### src/rtl/apb_init_pkg.sv
`default_nettype none
// ============================================================================
// apb_init_pkg : shared state type, default widths and timeout sizing helper
// Revision     : 1.0 - initial release
// ============================================================================
package apb_init_pkg;

  localparam int C_DEFAULT_ADDR_W = 16;
  localparam int C_DEFAULT_DATA_W = 32;

  typedef enum logic [1:0] {
    ST_IDLE   = 2'd0,
    ST_SETUP  = 2'd1,
    ST_ACCESS = 2'd2,
    ST_RESP   = 2'd3
  } apb_state_e;

  // Counter width able to hold TIMEOUT_CYCLES; never narrower than one bit.
  function automatic int timeout_width(input int cycles);
    int w;
    w = $clog2(cycles + 1);
    return (w < 1) ? 1 : w;
  endfunction

endpackage
`default_nettype wire

### src/rtl/apb_init_timeout.sv
`default_nettype none
// ============================================================================
// apb_init_timeout : saturating wait-state counter with clear/enable/expire
// Revision         : 1.0 - initial release
// ============================================================================
module apb_init_timeout
  import apb_init_pkg::*;
#(
  parameter int TIMEOUT_CYCLES = 256,
  parameter int CNT_W          = timeout_width(TIMEOUT_CYCLES)
) (
  input  logic clk,
  input  logic rst_n,
  input  logic i_clr,
  input  logic i_en,
  output logic o_expire
);

  localparam logic [CNT_W-1:0] C_LAST =
    (TIMEOUT_CYCLES == 0) ? '0 : CNT_W'(TIMEOUT_CYCLES - 1);
  localparam logic [CNT_W-1:0] C_SAT = '1;

  logic [CNT_W-1:0] count_q;
  logic [CNT_W-1:0] count_d;

  always_comb begin
    count_d = count_q;
    if (i_clr) begin
      count_d = '0;
    end else if (i_en && (count_q != C_SAT)) begin
      count_d = count_q + 1'b1;
    end
  end

  always_ff @(posedge clk) begin
    if (!rst_n) begin
      count_q <= '0;
    end else begin
      count_q <= count_d;
    end
  end

  // Expiry is flagged while the last permitted ACCESS cycle is in progress.
  assign o_expire = (TIMEOUT_CYCLES != 0) && (count_q == C_LAST);

endmodule
`default_nettype wire

### src/rtl/apb_cmd_initiator.sv
`default_nettype none
// ============================================================================
// apb_cmd_initiator : valid/ready command stream to single APB transfers
// Revision          : 1.0 - initial release
// ============================================================================
module apb_cmd_initiator
  import apb_init_pkg::*;
#(
  parameter int ADDR_W         = C_DEFAULT_ADDR_W,
  parameter int DATA_W         = C_DEFAULT_DATA_W,
  parameter int TIMEOUT_CYCLES = 256
) (
  input  logic              pclk,
  input  logic              presetn,
  input  logic              cmd_valid,
  output logic              cmd_ready,
  input  logic              cmd_write,
  input  logic [ADDR_W-1:0] cmd_addr,
  input  logic [DATA_W-1:0] cmd_wdata,
  output logic              rsp_valid,
  input  logic              rsp_ready,
  output logic [DATA_W-1:0] rsp_rdata,
  output logic              rsp_err,
  output logic              psel,
  output logic              penable,
  output logic              pwrite,
  output logic [ADDR_W-1:0] paddr,
  output logic [DATA_W-1:0] pwdata,
  input  logic [DATA_W-1:0] prdata,
  input  logic              pready,
  input  logic              pslverr
);

  localparam logic [ADDR_W-1:0] C_WORD_MASK = ~ADDR_W'(3);

  apb_state_e        state_q, state_d;
  logic              psel_q, psel_d;
  logic              penable_q, penable_d;
  logic              pwrite_q, pwrite_d;
  logic [ADDR_W-1:0] paddr_q, paddr_d;
  logic [DATA_W-1:0] pwdata_q, pwdata_d;
  logic              rsp_valid_q, rsp_valid_d;
  logic [DATA_W-1:0] rsp_rdata_q, rsp_rdata_d;
  logic              rsp_err_q, rsp_err_d;

  logic w_accept;
  logic w_wait;
  logic w_expire;

  assign w_accept = (state_q == ST_IDLE) && cmd_valid;
  assign w_wait   = (state_q == ST_ACCESS) && !pready;

  apb_init_timeout #(
    .TIMEOUT_CYCLES (TIMEOUT_CYCLES)
  ) u_timeout (
    .clk      (pclk),
    .rst_n    (presetn),
    .i_clr    (w_accept),
    .i_en     (w_wait),
    .o_expire (w_expire)
  );

  always_comb begin
    state_d     = state_q;
    psel_d      = psel_q;
    penable_d   = penable_q;
    pwrite_d    = pwrite_q;
    paddr_d     = paddr_q;
    pwdata_d    = pwdata_q;
    rsp_valid_d = rsp_valid_q;
    rsp_rdata_d = rsp_rdata_q;
    rsp_err_d   = rsp_err_q;

    unique case (state_q)
      ST_IDLE: begin
        if (cmd_valid) begin
          pwrite_d  = cmd_write;
          paddr_d   = cmd_addr & C_WORD_MASK;
          pwdata_d  = cmd_write ? cmd_wdata : '0;
          psel_d    = 1'b1;
          penable_d = 1'b0;
          state_d   = ST_SETUP;
        end
      end
      ST_SETUP: begin
        penable_d = 1'b1;
        state_d   = ST_ACCESS;
      end
      ST_ACCESS: begin
        // pready takes priority over a timeout expiring in the same cycle.
        if (pready) begin
          rsp_rdata_d = pwrite_q ? '0 : prdata;
          rsp_err_d   = pslverr;
          psel_d      = 1'b0;
          penable_d   = 1'b0;
          rsp_valid_d = 1'b1;
          state_d     = ST_RESP;
        end else if (w_expire) begin
          rsp_rdata_d = '0;
          rsp_err_d   = 1'b1;
          psel_d      = 1'b0;
          penable_d   = 1'b0;
          rsp_valid_d = 1'b1;
          state_d     = ST_RESP;
        end
      end
      ST_RESP: begin
        if (rsp_ready) begin
          rsp_valid_d = 1'b0;
          state_d     = ST_IDLE;
        end
      end
      default: begin
        state_d = ST_IDLE;
      end
    endcase
  end

  always_ff @(posedge pclk) begin
    if (!presetn) begin
      state_q     <= ST_IDLE;
      psel_q      <= 1'b0;
      penable_q   <= 1'b0;
      pwrite_q    <= 1'b0;
      paddr_q     <= '0;
      pwdata_q    <= '0;
      rsp_valid_q <= 1'b0;
      rsp_rdata_q <= '0;
      rsp_err_q   <= 1'b0;
    end else begin
      state_q     <= state_d;
      psel_q      <= psel_d;
      penable_q   <= penable_d;
      pwrite_q    <= pwrite_d;
      paddr_q     <= paddr_d;
      pwdata_q    <= pwdata_d;
      rsp_valid_q <= rsp_valid_d;
      rsp_rdata_q <= rsp_rdata_d;
      rsp_err_q   <= rsp_err_d;
    end
  end

  assign cmd_ready = (state_q == ST_IDLE);
  assign psel      = psel_q;
  assign penable   = penable_q;
  assign pwrite    = pwrite_q;
  assign paddr     = paddr_q;
  assign pwdata    = pwdata_q;
  assign rsp_valid = rsp_valid_q;
  assign rsp_rdata = rsp_rdata_q;
  assign rsp_err   = rsp_err_q;

endmodule
`default_nettype wire

### config.mk
export PLATFORM = sky130hd
export DESIGN_NAME = apb_cmd_initiator
export DESIGN_NICKNAME = d
export VERILOG_FILES = /design/src/rtl/apb_init_pkg.sv /design/src/rtl/apb_init_timeout.sv /design/src/rtl/apb_cmd_initiator.sv
export SDC_FILE = /design/constraint.sdc
export NUM_CORES = 1
export LEC_CHECK = 0
export BUFFER_PORTS_ARGS = -buffer_cell sky130_fd_sc_hd__buf_2
export CORE_MARGIN = 8
export CORE_UTILIZATION = 50
export DETAILED_ROUTE_END_ITERATION = 12
export MAX_ROUTING_LAYER = met4
export PLACE_DENSITY = 0.84
export SYNTH_ARGS = -nofsm -noshare
export SYNTH_HDL_FRONTEND = slang
export SYNTH_HIERARCHICAL = 1
export SYNTH_SLANG_ARGS = --single-unit
### constraint.sdc
create_clock -name pclk -period 4 [get_ports pclk]
set_clock_uncertainty 0.1 [all_clocks]
set_input_delay 1 -clock pclk [delete_from_list [all_inputs] [get_ports pclk]]
set_output_delay 1 -clock pclk [all_outputs]
set_load 0.01 [all_outputs]
Word-level counts from Yosys, hierarchy flattened
Index checks and enable logic that the tools add are counted.
{ "classes": {"addsub": 1, "n_mul": 0, "div_mod_pow": 0, "magnitude_cmp": 0, "eq_ne": 8, "shift": 0, "muxes": 20, "bitwise_logic": 1, "reduce_logical": 16} }
{ "op_table": {"columns": ["cell", "count"], "rows": [
  ["$mux 32", 4],
  ["$reduce_and 3->1", 4],
  ["$add 9x1->9 const B", 1],
  ["$eq 9x8->1 const B", 1],
  ["$ne 9x9->1 const B", 1],
  ["$mux 1", 8],
  ["$mux 2", 4],
  ["$pmux 2 s4", 1],
  ["$reduce_bool 2->1", 3],
  ["$eq 2x2->1 const B", 2],
  ["$ne 2x2->1 const B", 2],
  ["$pmux 1 s2", 2],
  ["$reduce_and 2->1", 2],
  ["$logic_and 1x1->1", 3],
  ["$ne 3x2->1 const B", 1],
  ["$pmux 1 s3", 1],
  ["$reduce_bool 3->1", 1],
  ["$eq 2x1->1 const B", 1],
  ["$logic_not 2->1", 1],
  ["$reduce_or 2->1", 1],
  ["$logic_not 1->1", 1],
  ["$not 1->1", 1]
]} }
{ "totals": {"regBits": 94, "latch_bits": 0, "mem_bits_rw": 0, "mem_bits_ro": 0, "inputBits": 87, "mem_count": 0} }

Logic depth before layout (Yosys ltp)
{ "depth": {"word_depth": 4, "mapped_depth": 9} }

Modules after synthesis
The synthesis kept the hierarchy.
{ "modules_own_cells": {"columns": ["mod", "instances", "cells_each", "area_per_inst_um2", "seq_area_each_um2"], "rows": [
  ["apb_cmd_initiator", 1, 394, 3399.5, 1701.6],
  ["apb_init_timeout", 1, 50, 454.2, 180.2]
]} }

Worst setup path after synthesis
OpenSTA, ideal clock, no wires.
{ "synth_timing": {"kind": "in2reg", "startpoint": "input cmd_valid", "endpoint": "register u_timeout.count_q[5]", "t_arrival_ps": 1972, "required_ps": 3830, "slack_ps": 1859, "cell_stages": 7, "path_buffers": 3, "path_cell_list": "nand2_1 inv_2 buf_2 buf_4 or2b_2 clkbuf_8 a21oi_1"} }
{ "synth_between": {"elab_chain_len": 2} }
{ "synth_rtl": {"columns": ["item", "line_no", "rtl"], "rows": [
  ["from (decl)", "apb_cmd_initiator.sv:15", "input logic cmd_valid,"],
  ["$logic_and 1x1->1", "apb_cmd_initiator.sv:50", "assign w_accept = (state_q == ST_IDLE) && cmd_valid;"],
  ["named net w_accept", "apb_cmd_initiator.sv:46", "logic w_accept;"],
  ["$reduce_or 2->1 (no line)", null, null],
  ["to (signal assigned)", "apb_init_timeout.sv:39", "count_q <= count_d;"],
  ["to (decl)", "apb_init_timeout.sv:23", "logic [CNT_W-1:0] count_q;"]
]} }
The timed path passes the listed nets, and every way through them passes these cells.
A chain may end at the register's enable or synchronous reset.

Worst setup path after layout
{ "layout_timing": {"startpoint": "register u_timeout.count_q[0]", "endpoint": "register rsp_rdata_q[31], in the netlist rsp_rdata[31]"} }
{ "layout_between": {"elab_chain_len": 3} }
{ "layout_rtl": {"columns": ["item", "line_no", "rtl"], "rows": [
  ["$eq 9x8->1", "apb_init_timeout.sv:44", "assign o_expire = (TIMEOUT_CYCLES != 0) && (count_q == C_LAST);"],
  ["named net w_expire", "apb_cmd_initiator.sv:48", "logic w_expire;"],
  ["$reduce_bool 2->1 (no line)", null, null],
  ["$reduce_and 2->1 (no line)", null, null],
  ["to (signal assigned)", "apb_cmd_initiator.sv:138", "rsp_rdata_q <= rsp_rdata_d;"],
  ["to (decl)", "apb_cmd_initiator.sv:43", "logic [DATA_W-1:0] rsp_rdata_q, rsp_rdata_d;"]
]} }
The timed path passes the listed nets, and every way through them passes these cells.

==> results.sh <==
export IMPL_p_leak_nw=2.14
export IMPL_cp_end_kind="register"
export IMPL_dpl_hpwl_mm=7.51
export IMPL_dr_pass1_iters=4
export IMPL_internal_power_mw=1.50
export IMPL_power_density_nw_per_um2=469
export IMPL_cts_hold_buffers_added=0
export IMPL_grt_max_degree=49
export IMPL_vias=3597
export IMPL_syn2layout_area_growth_pct=26.0
export IMPL_fp_dieH_um=104
export IMPL_wirelength_mm=10.2
export IMPL_cp_data_required_time_ps=4160
export IMPL_cts_made_buffers=9
export IMPL_hold_viol=0
export IMPL_drtAntennaViolNets=0
export IMPL_crit_type="register to register"
export IMPL_ff2ff_setup_slack_ps=1470
export IMPL_cap_violations=0
export IMPL_hp_class="register to register"
export IMPL_fin_nets=687
export IMPL_instances_no_fill=700
export IMPL_cts_tree="done"
export IMPL_arrival_ps=2690
export IMPL_final_common_cell="buf_2"
export IMPL_die_w_um=104
export IMPL_grt_pass1_wl_mm=16.6
export IMPL_fp_coreArea_um2=7610
export IMPL_critPathMaxFanout=34
export IMPL_worst_slew_pin_slew_ps=1150
export IMPL_yosysUniqueCellTypes=40
export IMPL_cts_clk_slew_worst_paths_ps=100
export IMPL_cp_startpoint="u_timeout/count_q[0]"
export IMPL_fin_crit_sh_pct=63.2
export IMPL_clockRootBuffer="clkbuf_8"
export IMPL_clk_latency_ps=340
export IMPL_antenna_found_initial=1
export IMPL_r2r_cells=7
export IMPL_start_kind="register"
export IMPL_wire_per_inst_um=14.6
export IMPL_port_buffers=168
export IMPL_vias_per_cell=5.14
export IMPL_ios=173
export IMPL_worstReg2RegStart="u_timeout/count_q[0]"
export IMPL_rows=32
export IMPL_tns_ps=0
export IMPL_synth_cells=444
export IMPL_fmax_mhz=395
export IMPL_clk_path_buf_depth=2
export IMPL_seq_area_frac_synth_pct=48.8
export IMPL_synth_area_per_cell_um2=8.68
export IMPL_synthesis_area_um2=3850
export IMPL_start_util_pct=50.7
export IMPL_post_cts_buffers=0
export IMPL_status="complete, no violations"
export IMPL_power_frac_clock_pct=25.2
export IMPL_r2r_end="rsp_rdata[31]"
export IMPL_peakVddDrop_v=0.000281
export IMPL_rsz0062_at_grt="false"
export IMPL_fin_util_pct=63.8
export IMPL_place_inst=683
export IMPL_cts_resized_gates=0
export IMPL_pre_cts_ws_ps=1380
export IMPL_seqPwrFrac_pct=47.8
export IMPL_grt_use_total_pct=18.4
export IMPL_drtIter0Drc=111
export IMPL_hold_ws_ps=350
export IMPL_power_total_mw=2.28
export IMPL_setup_viol=0
export IMPL_grt_pass1_vias=3492
export IMPL_yosys_warnings=6
export IMPL_layout_setup_ws_ps=1470
export IMPL_final_area_um2=4850
export IMPL_gr_total_overflow=0
export IMPL_synth_seq_cells=94
export IMPL_cts_sinks=94
export IMPL_gp_congestion=0.755
export IMPL_fin_crit_ps=2530
export IMPL_p_sw_share_pct=34.0
export IMPL_finalMaxSlewViolations=0
export IMPL_cts_htree_levels=3
export IMPL_crit_end="rsp_rdata[31]"
export IMPL_drc_errors=0
export IMPL_dieArea_um2=10800
export IMPL_drive_gt1_share_pct=33.2
export IMPL_combPwrFrac_pct=26.9
export IMPL_dpl_cell_area_um2=4670
export IMPL_slew_headroom_pct=23.2
export IMPL_mostFrequentLayoutCells="buf_2 (168), nand2_1 (103), dfxtp_1 (94)"
export IMPL_power_switching_mw=0.773
export IMPL_fillCellCount=694
Yosys cell counts, drive strengths merged:
cell type	number	share of area (%)
nor2b	4	0.65
o21ai	5	0.75
ha	8	2.6
o311ai	1	0.23
nand2b	1	0.16
nor3b	1	0.32
conb	1	0.097
a21oi	6	0.78
or3	3	0.52
o31ai	2	0.39
a21boi	79	15
nand4b	1	0.23
nor3	1	0.13
o21a	2	0.39
dfxtp	94	49
mux2i	2	0.52
nand2	103	10
nand3b	2	0.39
or2	1	0.16
o41ai	1	0.23
nand3	67	8.7
nand4	1	0.16
o22ai	1	0.16
o211ai	1	0.19
inv	6	0.58
or2b	1	0.23
nor2	5	0.49
o221a	1	0.29
buf	19	3.2
xor2	2	0.45
or4	2	0.39
clkbuf	19	2.1
o31a	1	0.23
power groups by stage:
stage | sequential [mW] | combinational (mW) | clock (mW)
after detailed placement | 1.11 | 0.624 | 0
after global routing | 1.10 | 0.687 | 0.636
after CTS | 1.09 | 0.626 | 0.597
after global placement | 1.10 | 0.608 | 0
final | 1.09 | 0.613 | 0.574
after floorplan | 1.15 | 0.383 | 0
worst max-delay path, cell delays in order (launching register included):
cell      delay, ps
dfxtp_1         370
ha_1            210
nand3_1          80
nor2_1          150
ha_1            250
o21a_1          900
nand3_1         150
a21boi_0        210
worst min-delay path by stage:
stage | from | end | depth (start not counted)
after global routing | rsp_rdata[10] | rsp_rdata[10] | 2
after detailed placement | rsp_rdata[28] | rsp_rdata[28] | 2
after global placement | rsp_rdata[19] | rsp_rdata[19] | 2
final | rsp_rdata[28] | rsp_rdata[28] | 2
after floorplan | u_timeout/count_q[7] | u_timeout/count_q[7] | 2
after CTS | rsp_rdata[2] | rsp_rdata[2] | 2
cell type report:
class / instances / area (um^2) / share of cell area, %
inverters: 6 / 22.5 / 0.464
clock inverters: 6 / 46.3 / 0.954
well taps: 102 / 128 / 2.63
multi-input cells: 307 / 1750 / 36.1
repair buffers: 174 / 886 / 18.2
flip-flops and latches: 94 / 1880 / 38.8
clock buffers: 10 / 138 / 2.84
diodes: 1 / 2.50 / 0.0515
state kept, by name, summed over array words and instances, names as in the netlist:
| signal | cells |
|---|---|
| paddr | 14 |
| penable | 1 |
| psel | 1 |
| pwdata | 32 |
| pwrite | 1 |
| rsp_err | 1 |
| rsp_rdata | 32 |
| rsp_valid | 1 |
| state_q | 2 |
| u_timeout/count_q | 9 |
metal layers:
layer	global-route usage, %	vias up	routed length (um)
li1	-	1794	-
met1	20.9	1646	4290
met2	29.7	146	4790
met3	7.06	11	1010
met4	5.38	0	102
met5	-	-	0
cells by family (layout without fill, tap and decap cells):
| logic type | after synthesis | after routing | share of synthesized area (%) |
|---|---|---|---|
| flip-flops | 94 | 94 | 48.8 |
| multiplexers | 2 | 2 | 0.520 |
| XOR/XNOR | 2 | 2 | 0.455 |
| other | 1 | 3 | 0.0973 |
| buffers and inverters | 44 | 196 | 5.91 |
| AO/OA/AOI/OAI | 100 | 100 | 19.0 |
| AND/OR/NAND/NOR | 193 | 193 | 22.6 |
| adder cells (fa/ha/maj) | 8 | 8 | 2.60 |
Note: power is estimated with default switching activity, not from simulation.
